## src/rtl/imm_ext_pkg.sv

```systemverilog
// Shared types and opcode match patterns for the LEGv8 immediate extraction stage.
package imm_ext_pkg;

    typedef enum logic [2:0] {
        FMT_NONE = 3'd0,
        FMT_D    = 3'd1,
        FMT_CB   = 3'd2,
        FMT_B    = 3'd3,
        FMT_I    = 3'd4,
        FMT_MOV  = 3'd5
    } imm_fmt_t;

    // Match patterns on instr[31:21]; '?' bits are don't-care in casez.
    localparam logic [10:0] OP_LDUR = 11'b11111000010;
    localparam logic [10:0] OP_STUR = 11'b11111000000;
    localparam logic [10:0] OP_CB   = 11'b1011010????;
    localparam logic [10:0] OP_B    = 11'b000101?????;
    localparam logic [10:0] OP_I    = 11'b1?01000100?;
    localparam logic [10:0] OP_MOV  = 11'b110100101??;

endpackage

```

## src/rtl/imm_ext_stage_decode.sv

```systemverilog
// Combinational immediate decoder: instruction word to extended immediate and format tag.
module imm_decode
    import imm_ext_pkg::*;
#(
    parameter int N = 64
) (
    input  logic [31:0]  in_instr,
    output logic [N-1:0] imm,
    output logic [2:0]   fmt
);

    logic signed [8:0]  d_off;
    logic signed [20:0] cb_off;
    logic signed [27:0] b_off;
    logic [63:0]        mov_wide;
    logic               unused_low;

    assign unused_low = ^in_instr[4:0];

    always_comb begin
        imm      = '0;
        fmt      = FMT_NONE;
        d_off    = in_instr[20:12];
        cb_off   = {in_instr[23:5], 2'b00};
        b_off    = {in_instr[25:0], 2'b00};
        // Shift at 64 bits, then truncate so narrow builds drop high halfwords.
        mov_wide = 64'(in_instr[20:5]) << {in_instr[22:21], 4'b0000};
        casez (in_instr[31:21])
            OP_LDUR, OP_STUR: begin
                fmt = FMT_D;
                imm = N'(d_off);
            end
            OP_CB: begin
                fmt = FMT_CB;
                imm = N'(cb_off);
            end
            OP_B: begin
                fmt = FMT_B;
                imm = N'(b_off);
            end
            OP_I: begin
                fmt = FMT_I;
                imm = N'(in_instr[21:10]);
            end
            OP_MOV: begin
                fmt = FMT_MOV;
                imm = mov_wide[N-1:0];
            end
            default: begin
                fmt = FMT_NONE;
                imm = '0;
            end
        endcase
    end

endmodule

```

## src/rtl/imm_ext_stage.sv

```systemverilog
// Immediate extraction stage: decode on input, 2-entry FIFO toward decode, flush on redirect.
module imm_ext_stage
    import imm_ext_pkg::*;
#(
    parameter int N     = 64,
    parameter int TAG_W = 64
) (
    input  logic             clk,
    input  logic             reset,
    input  logic             flush,
    input  logic             in_valid,
    output logic             in_ready,
    input  logic [31:0]      in_instr,
    input  logic [TAG_W-1:0] in_tag,
    output logic             out_valid,
    input  logic             out_ready,
    output logic [N-1:0]     out_imm,
    output logic [2:0]       out_fmt,
    output logic [TAG_W-1:0] out_tag
);

    typedef struct packed {
        logic [N-1:0]     imm;
        logic [2:0]       fmt;
        logic [TAG_W-1:0] tag;
    } entry_t;

    entry_t       mem [2];
    entry_t       dec_entry;
    logic [1:0]   count;
    logic         head;
    logic         tail;
    logic         push;
    logic         pop;
    logic [N-1:0] dec_imm;
    logic [2:0]   dec_fmt;

    imm_decode #(.N(N)) u_decode (
        .in_instr (in_instr),
        .imm      (dec_imm),
        .fmt      (dec_fmt)
    );

    assign dec_entry = '{imm: dec_imm, fmt: dec_fmt, tag: in_tag};

    always_comb begin
        in_ready  = (count != 2'd2);
        out_valid = (count != 2'd0);
        push      = in_valid & in_ready & ~flush;
        pop       = out_valid & out_ready & ~flush;
        out_imm   = '0;
        out_fmt   = FMT_NONE;
        out_tag   = '0;
        if (out_valid) begin
            out_imm = mem[head].imm;
            out_fmt = mem[head].fmt;
            out_tag = mem[head].tag;
        end
    end

    always_ff @(posedge clk) begin
        if (reset || flush) begin
            count <= 2'd0;
            head  <= 1'b0;
            tail  <= 1'b0;
        end else begin
            if (push) begin
                mem[tail] <= dec_entry;
                tail      <= ~tail;
            end
            if (pop) begin
                head <= ~head;
            end
            case ({push, pop})
                2'b10:   count <= count + 2'd1;
                2'b01:   count <= count - 2'd1;
                default: count <= count;
            endcase
        end
    end

endmodule

```

## config.mk

```make
export PLATFORM = sky130hd
export DESIGN_NAME = imm_ext_stage
export DESIGN_NICKNAME = d
export VERILOG_FILES = /design/src/rtl/imm_ext_pkg.sv /design/src/rtl/imm_ext_stage_decode.sv /design/src/rtl/imm_ext_stage.sv
export SDC_FILE = /design/constraint.sdc
export NUM_CORES = 1
export LEC_CHECK = 0
export CAP_MARGIN = 20
export CELL_PAD_IN_SITES_DETAIL_PLACEMENT = 0
export CELL_PAD_IN_SITES_GLOBAL_PLACEMENT = 2
export CORE_MARGIN = 4
export CORE_UTILIZATION = 35
export DETAILED_ROUTE_END_ITERATION = 10
export HOLD_SLACK_MARGIN = 0.12
export PLACE_DENSITY = 0.87
export REMOVE_ABC_BUFFERS = 1
export SETUP_SLACK_MARGIN = 0.2
export SLEW_MARGIN = 20
export SYNTH_ARGS = -nofsm -noshare
export SYNTH_HDL_FRONTEND = slang
export SYNTH_SLANG_ARGS = --single-unit
```

## constraint.sdc

```tcl
create_clock -name clk -period 41.3 [get_ports clk]
set_clock_uncertainty 0.15 [all_clocks]
set_input_delay 8.26 -clock clk [delete_from_list [all_inputs] [get_ports clk]]
set_output_delay 8.26 -clock clk [all_outputs]
set_load 0.01 [all_outputs]
```

# Word level (Yosys, flattened, before mapping)
# Memories as Yosys holds them, arrays and structs flattened. A register that Yosys moved wholly into a read port is not among the register bits.
# Cells that the tools add are included.
# classes
n_addsub	2
n_mul	0
div	0
magnitude_cmp	0
n_eq_ne	9
n_shift	1
mux	11
n_bitwise	7
reduce_logical	4
# op_table
op	n
$pmux 64 s5	1
$mux 64	2
$shl 16x6->64	1
$eq 11x11->1 const B	2
$eq 9x9->1 const B	2
$pmux 3 s5	1
$eq 7x7->1 const B	1
$eq 6x3->1 const B	1
$mux 1	5
$and 1x1->1	4
$pmux 2 s2	1
$reduce_bool 2->1	2
$mux 3	1
$not 1->1	3
$add 2x1->2 const B	1
$eq 2x1->1 const B	1
$eq 2x2->1 const B	1
$ne 2x2->1 const B	1
$reduce_or 2->1	1
$sub 2x1->2 const B	1
$logic_or 1x1->1	1
# totals
regBits	4
latch_bits	0
mem_bits_rw	262
rom_bits	0
inputBits	101
word_cells	38
mem_count	1
# mem_list
memory	words	width	rd	rd_ports_with_merged_regs	write_ports	line	rtl
mem	2	131	1	1	1	imm_ext_stage.sv:28	entry_t mem [2];

# Depth between registers and ports, before layout
# Gate-level depths: netlist of the first run.
# depth
depth_word	6
mapped_depth	9
ltp_nobuf	9

# By module
# Synthesis of the first run repeated with hierarchy kept, for this count alone.
# hier_totals
hier_cells	760
hier_area_um2	11354.6
# modules_own_cells
module	n_inst	cells_each	area_each_um2
imm_ext_stage	1	584	10078.4
imm_decode	1	176	1276.2

# Worst setup path before layout of the first run
# OpenSTA, ideal clock, no wires.
# synth_timing
kind	input -> register
start	in flush
end	mem mem[1][0] (netlist name) (enable)
setup_ps	988
arrival_time_ps	21947
required_time_ps	40162
setup_slack_ps	18215
cell_stages	2
cell_sequence	clkbuf_1 nor4b_1
# synth_via
elab_chain_cells	5
elab_cells_between_ends	6
classes_between	mux (3); bitwise (2); reduce/logical (1)
# synth_rtl
element	line	rtl
start: declaration	imm_ext_stage.sv:10	input logic flush,
$not 1->1	imm_ext_stage.sv:49	push = in_valid & in_ready & ~flush;
$and 1x1->1	imm_ext_stage.sv:49	
$mux 1	imm_ext_stage.sv:67	if (push) begin
$mux 1 *	imm_ext_stage.sv:62	if (reset || flush) begin
$mux 1 (not written as such) *	imm_ext_stage.sv:68	mem[tail] <= dec_entry;
end: declaration	imm_ext_stage.sv:28	
# Every way passes the cells marked *; elsewhere a longest branch is shown, timed or not.

==> results.json, run 1 <==
{
  "post_cts_buffers": 0,
  "grt_max_degree": 83,
  "grt_pass1_wl_um": 41400,
  "clk_pin_slew_ns": 0.06,
  "syn-instance-count": 764,
  "yosys.area_share.simple": 0.0883,
  "start_util": 0.355,
  "yosysTopAreaCell": "edfxtp_1",
  "rsz0062_at_grt": "false",
  "wl_met2_um": 12700,
  "synthAdderAreaFrac": 0.00111,
  "leakagePower_uw": 0.00486,
  "setup_tns_ns": 0,
  "synth_top_family_by_area": "multiplexers",
  "die_x_um": 187,
  "outcome": "completed",
  "syn_avg_cell_area_um2": 14.7,
  "dp_hpwl_um": 17800,
  "end_kind": "output port",
  "yosys.area_share.xor_xnor": 0.00390,
  "gp_congestion": 0.769,
  "cts_resized": 0,
  "fin_crit_ns": 11.32,
  "synthTopCellsByCount": "262 x edfxtp_1, 141 x nor2_1, 131 x mux2i_1, 36 x a21o_1, 30 x nand2_1",
  "register_area_um2": 7970,
  "area_growth_pct": 31.8,
  "ir_worst_vdd_v": 0.0000260,
  "max_freq_ghz": 0.0884,
  "ys_warn_count": 0,
  "synth.area.mux_share": 0.117,
  "drt_first_pass_iters": 6,
  "gr-total-overflow": 0,
  "grtUsageTotal": 0.149,
  "synth-compound-area-share": 0.0516,
  "drv_slew": 0,
  "finalSetupViolCount": 0,
  "clockBufferDepth": 3,
  "dieArea_um2": 35000,
  "synth_cell_type_count": 45,
  "dp.cells": 1349,
  "ys_ff_latch": 267,
  "dr.max_layer_used": "met4",
  "cts_buffers": 28,
  "core_area_um2": 31600,
  "wirelength_um": 27300,
  "antenna_left": 0,
  "cp_max_fo": 59,
  "clock_latency_ns": 0.53,
  "synth-edff-count": 262,
  "first_iter_violations": 540,
  "cap_violations": 0,
  "met3_length_um": 2450,
  "root_buffer": "clkbuf_16",
  "yosysMostFrequentCell": "edfxtp_1",
  "fin_nets": 1079,
  "hp-class": "reg -> reg",
  "yosys_most_used_dff": "edfxtp_1",
  "power_density_nw_per_um2": 40.2,
  "slew_headroom": 0.266,
  "multi_input_area_um2": 2970,
  "drive_gt1_frac": 0.0622,
  "async_reset_ff_frac": 0,
  "worst-setup-path-type": "reg -> out",
  "worst_pin_slew_ns": 1.10,
  "cts-htree-levels": 1,
  "wl_per_cell_um": 19.5,
  "yosysSeqAreaShare": 0.709,
  "io_buffers": 233,
  "vias": 7022,
  "met1Wirelength_um": 11800,
  "ioPinCount": 234,
  "crit_arrival_ns": 2.91,
  "grt_pass1_vias": 7107,
  "antennaDiodeCount": 0,
  "finalHoldViolCount": 0,
  "cts_sinks": 267,
  "fp-row-count": 65,
  "required_ns": 32.89,
  "startpoint_type": "register",
  "grt_antenna_before_repair": 1,
  "synth_area_um2": 11200,
  "vias_per_cell": 5.02,
  "hold_buffers": 0,
  "cts_tree": "yes",
  "synth_top_area_share": 0.700,
  "die_height_um": 187,
  "drc": 0,
  "min_period_over_period": 0.274,
  "ys_top_cells_by_area": "edfxtp_1 70%, mux2i_1 12%, nor2_1 4.7%, a21o_1 2.4%, nand2_1 1.0%",
  "final_cells": 1399,
  "nFillCells": 2811
}
-- layout by cell type, fill, tap and decap left out, types with 3 or more instances in the layout --
master,n
and3_1,3
clkbuf_16,29
bufinv_16,4
nor3_1,5
dfxtp_1,4
clkbuf_1,8
clkdlybuf4s50_1,233
a32oi_1,4
edfxtp_1,262
buf_4,11
a22oi_1,14
mux2i_1,131
a222oi_1,4
nor4b_2,3
nor2_1,140
nand3_1,18
nor4_1,3
clkinv_1,4
a221o_1,6
nand2_1,30
inv_1,6
a21o_1,36
xor2_1,3
-- final cells by class --
| cell class | count | share of cell area |
|---|---|---|
| inverters | 6 | 0.00152 |
| flip-flops and latches | 267 | 0.538 |
| well taps | 402 | 0.0340 |
| multi-input cells | 430 | 0.201 |
| clock inverters | 13 | 0.0115 |
| clock buffers | 37 | 0.0510 |
| repair buffers | 244 | 0.163 |
-- worst paths after layout --
check	start	end	slack (ns)	cells past startpoint
hold reg to reg	head	head	0.42	2
hold / removal	head	head	0.42	2
setup / recovery	register	out_imm[28]	29.98	4
setup reg to reg	count[0]	mem[1][109]	38.17	5
-- power by group --
part / leakage, uW / switching (uW) / internal [uW] / total, uW
Clock: 0.000447 / 97.3 / 153 / 251
Sequential: 0.00223 / 1.44 / 303 / 304
Combinational: 0.00219 / 20.4 / 20.8 / 41.2
-- through the flow --
stage | cell area [um^2] | total power (uW) | worst slack (ns) | utilization | hold WS, ns
after detailed placement | 13900 | 351 | 29.90 | 0.439 | 0.417
after floorplan | 10900 | 327 | 18.46 | - | 0.370
final | 14800 | 596 | 29.98 | 0.468 | 0.416
after global routing | 14800 | 619 | 29.82 | 0.468 | 0.459
after global placement | 13900 | 351 | 29.92 | 0.439 | 0.426
after CTS | 14800 | 603 | 29.91 | 0.468 | 0.431
-- cells by family after synthesis --
group | after synthesis
AOI/OAI and AO/OA | 72
xor gates and xnor gates | 5
adders and majority gates | 1
buffers and inverters | 67
DFF | 267
muxes | 131
and+or+nand+nor | 221
-- metal layers --
metal / up-vias / global-route usage
met4: 0 / 0.0270
met2: 326 / 0.238
met1: 3395 / 0.211
li1: 3271 / -
met5: - / 0
met3: 30 / 0.0366
-- flip-flops by register name, summed over array words and instances, names as in the netlist, named ones only --
signal  flops
tail        1
head        1
mem       262
count       2
-- worst max-delay path, stage by stage (launching register included) --
cell             delay (ns)
dfxtp_4                0.47
buf_4                  0.82
mux2i_1                0.17
nor2_1                 0.27
clkdlybuf4s50_1        0.60
(Power assumes the default switching activity.)
==> inputs of run 2 (changes only) <==
--- a/config.mk
+++ b/config.mk
@@ -9,10 +9,10 @@
 export CELL_PAD_IN_SITES_DETAIL_PLACEMENT = 0
 export CELL_PAD_IN_SITES_GLOBAL_PLACEMENT = 2
 export CORE_MARGIN = 4
-export CORE_UTILIZATION = 35
+export CORE_UTILIZATION = 32
 export DETAILED_ROUTE_END_ITERATION = 10
 export HOLD_SLACK_MARGIN = 0.12
-export PLACE_DENSITY = 0.87
+export PLACE_DENSITY = 0.84
 export REMOVE_ABC_BUFFERS = 1
 export SETUP_SLACK_MARGIN = 0.2
 export SLEW_MARGIN = 20
==> constraint.sdc (replaced) <==
create_clock -name clk -period 9.8 [get_ports clk]
set_clock_uncertainty 0.15 [all_clocks]
set_input_delay 1.96 -clock clk [delete_from_list [all_inputs] [get_ports clk]]
set_output_delay 1.96 -clock clk [all_outputs]
set_load 0.01 [all_outputs]
==> run 2 against run 1 <==
Effect of this change: clock power increased to 4.0 times the previous value; via count decreased by 0.11%; sequential cell count is the same; clock-buffer cell count shrank 2; combinational power grew to 4.2 times the previous value; critical path depth did not move; sequential power increased to 4.2 times the previous value; global-route usage fell by 1.2 points; final cell count is 3.9% higher; largest cell class unchanged.
==> results.json, run 2 (synthesis results as in run 1) <==
{
  "grt_pass1_wl_um": 41400,
  "r2r_slack_ns": 6.57,
  "grt_antenna_before_repair": 0,
  "max_freq_ghz": 0.192,
  "cp_slowest_stage_delay_ns": 0.86,
  "antennaDiodeCount": 0,
  "cts_tree": "yes",
  "largest-register": "mem",
  "place_area_um2": 14000,
  "fp-row-count": 68,
  "worst_pin_slew_ns": 1.10,
  "dpl_worst_slack_ns": 4.69,
  "mostFrequentLayoutCells": "262 x edfxtp_1, 233 x clkdlybuf4s50_1, 140 x nor2_1, 131 x mux2i_1, 36 x a21o_1",
  "cts_buffers": 28,
  "setup_ws_ns": 4.60,
  "finalSetupViolCount": 0,
  "die_x_um": 195,
  "gp_congestion": 0.793,
  "root_buffer": "clkbuf_16",
  "power_switching_share": 0.203,
  "startpoint_type": "register",
  "crit_chain": "buf_4 > mux2i_1 > nor2_1 > clkdlybuf4s50_1",
  "hold_buffers": 0,
  "fin_nets": 1080,
  "largest_reg_flops": 262,
  "slew_headroom": 0.266,
  "fin_crit_ns": 5.20,
  "vias_per_cell": 4.83,
  "end_kind": "output port",
  "gr-total-overflow": 0,
  "clock_power_share": 0.409,
  "worst-setup-path-type": "reg -> out",
  "power_density_nw_per_um2": 166,
  "dp_hpwl_um": 18000,
  "dieArea_um2": 38200,
  "cp_max_fo": 58,
  "hp-class": "reg -> reg",
  "p_int_uw": 1960,
  "min_period_over_period": 0.531,
  "core_area_um2": 34600,
  "finalHoldViolCount": 0,
  "required_ns": 7.69,
  "p_sw_uw": 500,
  "reg_top3": "mem (262), count (2)",
  "grtUsageTotal": 0.137,
  "clk_pin_slew_ns": 0.06,
  "cts_sinks": 267,
  "area_growth_pct": 32.0,
  "clockBufferDepth": 3,
  "vias": 7014,
  "cap_violations": 0,
  "drive_gt1_frac": 0.0591,
  "drc": 0,
  "wl_per_cell_um": 18.9,
  "leakagePower_uw": 0.00485,
  "ir_worst_vdd_v": 0.000127,
  "ioPinCount": 234,
  "power_frac_comb": 0.071,
  "crit_arrival_ns": 3.09,
  "start_util": 0.325,
  "first_iter_violations": 553,
  "drv_slew": 0,
  "clock_latency_ns": 0.54,
  "outcome": "completed",
  "grt_pass1_vias": 6950,
  "final_area_um2": 14800,
  "rsz0062_at_grt": "false",
  "wirelength_um": 27500,
  "crit_slowest_cell": "buf_4",
  "cts-htree-levels": 1,
  "drt_first_pass_iters": 6,
  "post_cts_buffers": 0,
  "io_buffers": 233,
  "power_frac_seq": 0.520,
  "die_height_um": 195,
  "antenna_left": 0,
  "mostFrequentLayoutCell": "edfxtp_1",
  "grt_max_degree": 80,
  "cts_resized": 0
}
[run 2: through the flow]
step / cells / setup TNS [ns] / util / power, uW / hold slack (ns)
floorplan: 703 / -1664.99 / - / 1380 / 0.370
global placement: 1403 / 0 / 0.403 / 1480 / 0.421
detailed placement: 1403 / 0 / 0.403 / 1480 / 0.427
CTS: 1453 / 0 / 0.428 / 2500 / 0.443
global route: 1453 / 0 / 0.428 / 2560 / 0.456
finish: 1453 / 0 / 0.428 / 2460 / 0.434
[run 2: final timing paths]
kind,start,endpoint,cells after the start
setup / recovery,register,out_imm[36],4
hold / removal,head,head,2
setup reg to reg,count[0],mem[1][94],5
hold reg to reg,head,head,2
[run 2: layer usage]
metal	wire (um)	part of all wire	GRT usage
met3	2150	0.078	0.0319
met5	0	0	0
met1	12000	0.44	0.191
met4	445	0.016	0.0225
met2	12900	0.47	0.225
[run 2: power groups by stage]
stage	combinational (uW)	sequential (uW)	clock [uW]
global placement	175	1300	0
floorplan	62.3	1320	0
finish	174	1280	1010
global route	187	1280	1090
CTS	177	1280	1040
detailed placement	176	1310	0
[run 2: area by class of cell]
type | count | area, um^2
clock buffers | 35 | 727
multi-input cells | 430 | 2970
inverters | 6 | 22.5
flip-flops and latches | 267 | 7970
well taps | 455 | 569
repair buffers | 245 | 2420
fillers | 3164 | 19800
clock inverters | 15 | 151
[run 2: worst max-delay path: cells and delay by family (launching register included)]
family | cells | cell delay, ns
AND/OR/NAND/NOR | 1 | 0.29
multiplexers | 1 | 0.18
flip-flops | 1 | 0.58
buffers and inverters | 2 | 1.47
==> inputs of run 3 (changes only) <==
--- a/config.mk
+++ b/config.mk
@@ -9,10 +9,10 @@
 export CELL_PAD_IN_SITES_DETAIL_PLACEMENT = 0
 export CELL_PAD_IN_SITES_GLOBAL_PLACEMENT = 2
 export CORE_MARGIN = 4
-export CORE_UTILIZATION = 32
+export CORE_UTILIZATION = 35
 export DETAILED_ROUTE_END_ITERATION = 10
 export HOLD_SLACK_MARGIN = 0.12
-export PLACE_DENSITY = 0.84
+export PLACE_DENSITY = 0.87
 export REMOVE_ABC_BUFFERS = 1
 export SETUP_SLACK_MARGIN = 0.2
 export SLEW_MARGIN = 20
==> constraint.sdc (replaced) <==
create_clock -name clk -period 5.4 [get_ports clk]
set_clock_uncertainty 0.15 [all_clocks]
set_input_delay 1.08 -clock clk [delete_from_list [all_inputs] [get_ports clk]]
set_output_delay 1.08 -clock clk [all_outputs]
set_load 0.01 [all_outputs]
==> run 3 against run 2 <==
Effect of this change: non-clock buffer count unchanged; clock-buffer cell count rose by 4; final cell count down 3.4%; final area shrank 0.13%; utilization up 4.0 points; register-to-register slack got worse by 3.6 ns; largest power group unchanged; routed wire length increased by 1.8%; critical path depth is the same; die area is 8.2% lower; sequential share of layout area up 0.068 points.
==> results.json, run 3 (synthesis results as in run 1) <==
{
  "wl_per_cell_um": 19.9,
  "p_int_uw": 3490,
  "grt_pass1_vias": 7299,
  "power_frac_seq": 0.525,
  "dp_hpwl_um": 17900,
  "clock_power_share": 0.403,
  "cts_buffers": 29,
  "required_ns": 4.17,
  "first_iter_violations": 521,
  "fp-row-count": 65,
  "setup_tns_ns": 0,
  "power_density_nw_per_um2": 299,
  "post_cts_buffers": 0,
  "power_switching_share": 0.212,
  "cts_sinks": 267,
  "clockBufferDepth": 3,
  "mostFrequentLayoutCells": "262 x edfxtp_1, 233 x clkdlybuf4s50_1, 140 x nor2_1, 131 x mux2i_1, 36 x a21o_1",
  "antennaDiodeCount": 0,
  "cts-htree-levels": 1,
  "clk_pin_slew_ns": 0.06,
  "startpoint_type": "register",
  "dieArea_um2": 35000,
  "largest-register": "mem",
  "gp_congestion": 0.776,
  "vias_per_cell": 5.04,
  "fin_crit_ns": 3.89,
  "leakagePower_uw": 0.00484,
  "grt_max_degree": 132,
  "cts_resized": 0,
  "drc": 0,
  "reg_top3": "mem (262), count (2)",
  "cts_tree": "yes",
  "hp-class": "reg -> reg",
  "crit_arrival_ns": 2.66,
  "mostFrequentLayoutCell": "edfxtp_1",
  "vias": 7078,
  "r2r_slack_ns": 3.00,
  "area_growth_pct": 31.8,
  "p_sw_uw": 937,
  "grt_pass1_wl_um": 43100,
  "clock_latency_ns": 0.53,
  "finalSetupViolCount": 0,
  "cp_max_fo": 56,
  "min_period_over_period": 0.720,
  "die_x_um": 187,
  "wirelength_um": 28000,
  "setup_ws_ns": 1.51,
  "worst-setup-path-type": "reg -> out",
  "finalHoldViolCount": 0,
  "hold_buffers": 0,
  "ir_worst_vdd_v": 0.000206,
  "worst_pin_slew_ns": 1.02,
  "grtUsageTotal": 0.154,
  "power_frac_comb": 0.071,
  "core_area_um2": 31600,
  "start_util": 0.355,
  "outcome": "completed",
  "max_freq_ghz": 0.257,
  "drive_gt1_frac": 0.0649,
  "end_kind": "output port",
  "grt_antenna_before_repair": 1,
  "slew_headroom": 0.320,
  "die_height_um": 187,
  "root_buffer": "clkbuf_16",
  "rsz0062_at_grt": "false",
  "drv_slew": 0,
  "dpl_worst_slack_ns": 1.29,
  "drt_first_pass_iters": 5,
  "fin_nets": 1081,
  "io_buffers": 233,
  "cap_violations": 0,
  "gr-total-overflow": 0,
  "largest_reg_flops": 262,
  "antenna_left": 0,
  "ioPinCount": 234
}
## run 3: layer usage
metal / up-vias / GRT usage / part of all wire
li1: 3292 / - / -
met4: 0 / 0.0378 / 0.019
met3: 42 / 0.0433 / 0.089
met1: 3416 / 0.212 / 0.44
met2: 328 / 0.244 / 0.46
met5: - / 0 / 0
## run 3: final cells by class
cell class | instances | area (um^2)
clock inverters | 15 | 88.8
clock buffers | 39 | 783
well taps | 402 | 503
fillers | 2813 | 16800
multi-input cells | 430 | 2970
repair buffers | 245 | 2480
flip-flops and latches | 267 | 7970
inverters | 6 | 22.5
## run 3: path summary, 6_finish.rpt
check                              start     endpoint  cells after the start
worst max-delay path            register  out_tag[18]                      4
worst max register to register  count[0]   mem[1][78]                      4
worst min register to register      head         head                      2
worst min-delay path                head         head                      2
## run 3: power by group through the flow
stage | Sequential [uW] | Combinational, uW | Clock (uW)
finish | 2330 | 316 | 1780
global route | 2330 | 340 | 1940
CTS | 2330 | 321 | 1840
detailed placement | 2370 | 319 | 0
global placement | 2370 | 315 | 0
floorplan | 2390 | 113 | 0
## run 3: critical path, stage by stage (launching register included)
cell	delay [ns]
dfxtp_4	0.75
buf_12	0.44
mux2i_1	0.33
nor2_1	0.06
clkdlybuf4s50_1	0.53
## run 3: stage by stage
step	util	total power, uW	hold WS (ns)	area [um^2]	std cells
final	0.468	4430	0.408	14800	1404
after global routing	0.468	4610	0.437	14800	1404
after CTS	0.468	4490	0.415	14800	1403
after detailed placement	0.440	2690	0.399	13900	1349
after global placement	0.440	2680	0.389	13900	1349
after floorplan	-	2500	0.370	10900	703
